===== src/rtl/pair_stuffer.sv =====
// pair_stuffer: byte-stuffing encoder for (a, b) operand pairs.
// Each byte equal to 8'h00 or ESC_BYTE goes out as ESC_BYTE, byte ^ XOR_MASK.
// All other bytes go out unchanged. For every pair, a is sent before b.
// Optional macro STUFF_TERM_EN: after the last pair of a frame, a raw 8'h00
// terminator beat carries out_last, instead of the final b beat carrying it.
module pair_stuffer #(
    parameter logic [7:0] ESC_BYTE = 8'h7d,
    parameter logic [7:0] XOR_MASK = 8'h20,
    parameter int         CNT_W    = 32
) (
    input  logic             clk_i,
    input  logic             reset_i,
    input  logic             in_valid,
    output logic             in_ready,
    input  logic [7:0]       in_a,
    input  logic [7:0]       in_b,
    input  logic             in_last,
    output logic             out_valid,
    input  logic             out_ready,
    output logic [7:0]       out_data,
    output logic             out_last,
    output logic [CNT_W-1:0] pair_cnt
);

`ifdef STUFF_TERM_EN
    localparam bit TERM_EN = 1'b1;
`else
    localparam bit TERM_EN = 1'b0;
`endif

    typedef enum logic [2:0] {
        IDLE  = 3'd0,
        A_ESC = 3'd1,
        A_DAT = 3'd2,
        B_ESC = 3'd3,
        B_DAT = 3'd4,
        TERM  = 3'd5
    } state_t;

    state_t     state;
    logic [7:0] a_q;
    logic [7:0] b_q;
    logic       last_q;

    // Bytes that collide with the terminator or the escape marker itself
    function automatic logic esc(input logic [7:0] x);
        return (x == 8'h00) || (x == ESC_BYTE);
    endfunction

    // Second beat of an escaped byte, or the byte itself when no escape is needed
    function automatic logic [7:0] stuff(input logic [7:0] x);
        return esc(x) ? (x ^ XOR_MASK) : x;
    endfunction

    // A pair is only taken while nothing is in flight
    assign in_ready = (state == IDLE);

    // Encoder FSM: each output beat is loaded when the previous beat is accepted
    always_ff @(posedge clk_i or negedge reset_i) begin
        if (!reset_i) begin
            state     <= IDLE;
            out_valid <= 1'b0;
            out_data  <= 8'h00;
            out_last  <= 1'b0;
            pair_cnt  <= '0;
            a_q       <= 8'h00;
            b_q       <= 8'h00;
            last_q    <= 1'b0;
        end else begin
            case (state)
                IDLE: begin
                    if (in_valid) begin
                        a_q       <= in_a;
                        b_q       <= in_b;
                        last_q    <= in_last;
                        pair_cnt  <= pair_cnt + 1'b1;
                        out_valid <= 1'b1;
                        out_last  <= 1'b0;
                        if (esc(in_a)) begin
                            state    <= A_ESC;
                            out_data <= ESC_BYTE;
                        end else begin
                            state    <= A_DAT;
                            out_data <= in_a;
                        end
                    end
                end
                A_ESC: begin
                    if (out_ready) begin
                        state    <= A_DAT;
                        out_data <= stuff(a_q);
                    end
                end
                A_DAT: begin
                    if (out_ready) begin
                        if (esc(b_q)) begin
                            state    <= B_ESC;
                            out_data <= ESC_BYTE;
                        end else begin
                            state    <= B_DAT;
                            out_data <= b_q;
                            out_last <= last_q && !TERM_EN;
                        end
                    end
                end
                B_ESC: begin
                    if (out_ready) begin
                        state    <= B_DAT;
                        out_data <= stuff(b_q);
                        out_last <= last_q && !TERM_EN;
                    end
                end
                B_DAT: begin
                    if (out_ready) begin
                        if (TERM_EN && last_q) begin
                            state    <= TERM;
                            out_data <= 8'h00;
                            out_last <= 1'b1;
                        end else begin
                            state     <= IDLE;
                            out_valid <= 1'b0;
                            out_data  <= 8'h00;
                            out_last  <= 1'b0;
                        end
                    end
                end
                TERM: begin
                    if (out_ready) begin
                        state     <= IDLE;
                        out_valid <= 1'b0;
                        out_data  <= 8'h00;
                        out_last  <= 1'b0;
                    end
                end
                default: begin
                    state     <= IDLE;
                    out_valid <= 1'b0;
                    out_data  <= 8'h00;
                    out_last  <= 1'b0;
                end
            endcase
        end
    end

endmodule


===== config.mk =====
export PLATFORM = sky130hd
export DESIGN_NAME = pair_stuffer
export DESIGN_NICKNAME = d
export VERILOG_FILES = /design/src/rtl/pair_stuffer.sv
export SDC_FILE = /design/constraint.sdc
export NUM_CORES = 1
export LEC_CHECK = 0
export BUFFER_PORTS_ARGS = -buffer_cell sky130_fd_sc_hd__buf_4
export CORE_MARGIN = 1
export CORE_UTILIZATION = 55
export DETAILED_ROUTE_END_ITERATION = 12
export PLACE_DENSITY = 0.83
export SYNTH_ARGS = -nofsm -noshare
export SYNTH_HDL_FRONTEND = slang
export SYNTH_SLANG_ARGS = --single-unit

===== constraint.sdc =====
create_clock -name clk_i -period 4.2 [get_ports clk_i]
set_clock_uncertainty 0.1 [all_clocks]
set_input_delay 0.63 -clock clk_i [delete_from_list [all_inputs] [get_ports clk_i]]
set_output_delay 0.63 -clock clk_i [all_outputs]
set_load 0.02 [all_outputs]

==> reports/results.tsv <==
metric	value	unit
post-synthesis cell type count	40	
footprint of the multi-input gates	1380	sq um
Worst setup EP type	flip-flop	
Post-CTS Setup Inserts	0	
Antenna Nets Post-Route	0	
CTS resizes	0	
Fmax achieved	393	MHz
CP required	4.37	ns
DIE HEIGHT	75.9	um
Int Pwr	1500	uW
mux contribution to synthesized area	9.03	%
final net count	361	
switching power	789	uW
simple-gate portion of the synthesized area	17.4	%
final worst slack	1.66	ns
Worst setup SP type	flip-flop	
RSZ-0062 raised after global routing	false	
Yosys top cell by area	dfrtp_1	
# DRC	0	
worst path arrival time	2.71	ns
Reg area	1550	sq um
Post-Syn Nets	298	
Post-DP Area	3520	sq um
CTS tree	yes	
largest family of logic cells by synthesized area	simple AND/OR/NAND/NOR gates	
Gate power share	29.8	%
global-route wire length before repair	11100	um
total congestion overflow	0	
GRT Util Overall	24.6	%
transition time at the pin with the least slew margin	0.839	ns
status	finished clean	
clock root cell	clkbuf_8	
clk_lat worst skew	0.34	ns
Routability Congestion	0.815	
Initial Util	58.1	%
sw frac	34.4	%
I/O Buffers	63	
commonest non-fill, non-tap cell in the layout	buf_4	
Seq/Total Area, Yosys	51.6	%
setup tns final	0	ns
crit-path max FO	23	
VDD IR max	0.000464	V
clk slew on worst S/H paths	0.07	ns
Synth Area in XOR/XNOR	9.03	%
clock power share	28.1	%
largest net degree at the start of global routing	63	
Vias/cell	5.62	
CP Class	flip-flop to flip-flop	
Final Hold Viols	0	
Hold Path Class	input pin to async pin	
fin crit period	2.54	ns
via count	2319	
Yosys reg bits	62	
overall power	2290	uW
Yosys top cell area share	51.6	%
relative slew slack	44.0	%
TritonCTS buffer count	9	
Fillers	350	
Cell Area, Synth	3010	sq um
Setup WS pre-CTS	1.69	ns
Hold-fix buffers, CTS	0	
max-slew violation count	0	
P per Cell Area	608	nW/um^2
leakage power	0.00176	uW
die area	5760	sq um
vias in the first global route	2260	
Yosys Warn Count	0	
clk buf depth	2	
most frequent cells in the layout	buf_4 (64), dfrtp_1 (62), nor2_1 (22), nand2_1 (21), xnor2_1 (19)	
setup violators final	0	
hold_ws	0.262	ns
post-DR wirelength/cell	15.4	um
P&R area growth vs syn	25.4	%
max-cap check violation count	0	
CTS sink cnt	62	
H-tree levels	3	
syn avg cell area	10.9	sq um
WL final	6370	um
final instance area	3770	sq um
period utilisation layout	60.6	%
num rows	26	
DR iter-0 viols	147	
adder-cell share of the synthesized area	0.833	%
Cells after Synth	275	
initial antenna violation count	0	
proportion of layout cells with a drive suffix above 1	29.7	%
overall die width	75.9	um
diode count	0	
DRT Pass-1 Iters	4	
top cells by area, synth	dfrtp_1 (52%), mux2_2 (6.4%), xnor2_1 (5.5%)	
placed wire-length estimate	4450	um
core area	5170	sq um
Sequential Power Share	42.0	%
# IOs	64	
post-synthesis compound-gate area fraction	9.62	%
[flip-flops by register name (all words and copies together) (netlist names)]
signal,count
out_valid,1
out_last,1
a_q,8
pair_cnt,32
state,3
out_data,8
b_q,8
last_q,1
[stage by stage]
stage | util [%] | instances
6_report | 72.9 | 413
5_1_grt | 72.9 | 413
4_1_cts | 72.9 | 413
3_5_place_dp | 68.1 | 397
3_3_place_gp | 68.1 | 397
2_1_floorplan | - | 275
[cells in the mapped netlist]
cell type and count:
mux2_2 17, nand4_1 11, nand2_1 21, a31oi_1 1, nand3b_1 1, nor4b_4 1, or4_4 1, nor2_1 22
a21oi_1 10, buf_2 6, a2bb2o_1 1, o21a_2 1, nand2b_1 1, o21ai_0 11, a21boi_0 1, ha_1 2
a21o_1 1, a211o_1 1, mux2i_1 8, a2111oi_4 1, xnor2_1 19, and2_1 1, nor4_1 4, a221o_1 5
a311oi_1 1, clkbuf_1 5, and4_1 5, buf_1 1, nand3_1 13, o32ai_2 1, a22o_1 2, nand3_2 1
and3_1 9, xor2_1 12, o211ai_1 1, nor3_1 6, or2_1 1, a22oi_1 1, dfrtp_1 62, inv_1 6
[worst max-delay path: stages, from the launching register on]
cell	delay (ns)
dfrtp_1	0.69
nor4b_4	0.36
buf_4	0.32
and4_1	0.49
nand3_2	0.19
nor2_1	0.17
xor2_1	0.14
[path summary, 6_finish.rpt]
check	slack, ns	startpoint	cells after the start	end
max	1.66	state[0]$_DFFE_PN0P_	6	pair_cnt[31]$_DFFE_PN0P_
min	0.26	reset_i	1	a_q[4]$_DFFE_PN0P_
max reg2reg	1.66	state[0]$_DFFE_PN0P_	6	pair_cnt[31]$_DFFE_PN0P_
min reg2reg	0.37	pair_cnt[31]$_DFFE_PN0P_	1	pair_cnt[31]$_DFFE_PN0P_
max in group asynchronous	3.25	reset_i	1	state[2]$_DFFE_PN0P_
min in group clk_i	0.37	pair_cnt[31]$_DFFE_PN0P_	1	pair_cnt[31]$_DFFE_PN0P_
[power by group through the flow]
stage               combinational [uW]  sequential [uW]  clock [uW]
floorplan                          409              978           0
global placement                   658              954           0
detailed placement                 676              968           0
CTS                                684              959         655
global route                       741              988         682
finish                             684              962         645
[layer usage]
metal	track usage, %	share of wire (%)
met5	0	0
met4	12.1	2.5
met2	36.9	47
met1	34.9	47
met3	4.10	3.8
[kinds of logic after synthesis]
| group | after synthesis |
|---|---|
| AND/OR/NAND/NOR | 98 |
| flip-flops | 62 |
| AO/OA/AOI/OAI | 39 |
| XOR/XNOR | 31 |
| multiplexers | 25 |
| buffers and inverters | 18 |
| adder cells (fa/ha/maj) | 2 |
[area by class of cell]
cell class                 instances  share of cell area (%)
timing repair buffer              64                    12.7
sequential                        62                    41.2
multi-input combinational        195                    36.6
clock buffer                      11                    3.75
tap                               70                    2.32
inverter                           6                   0.598
clock inverter                     5                    2.82
Power figures use the tool's default switching activity.
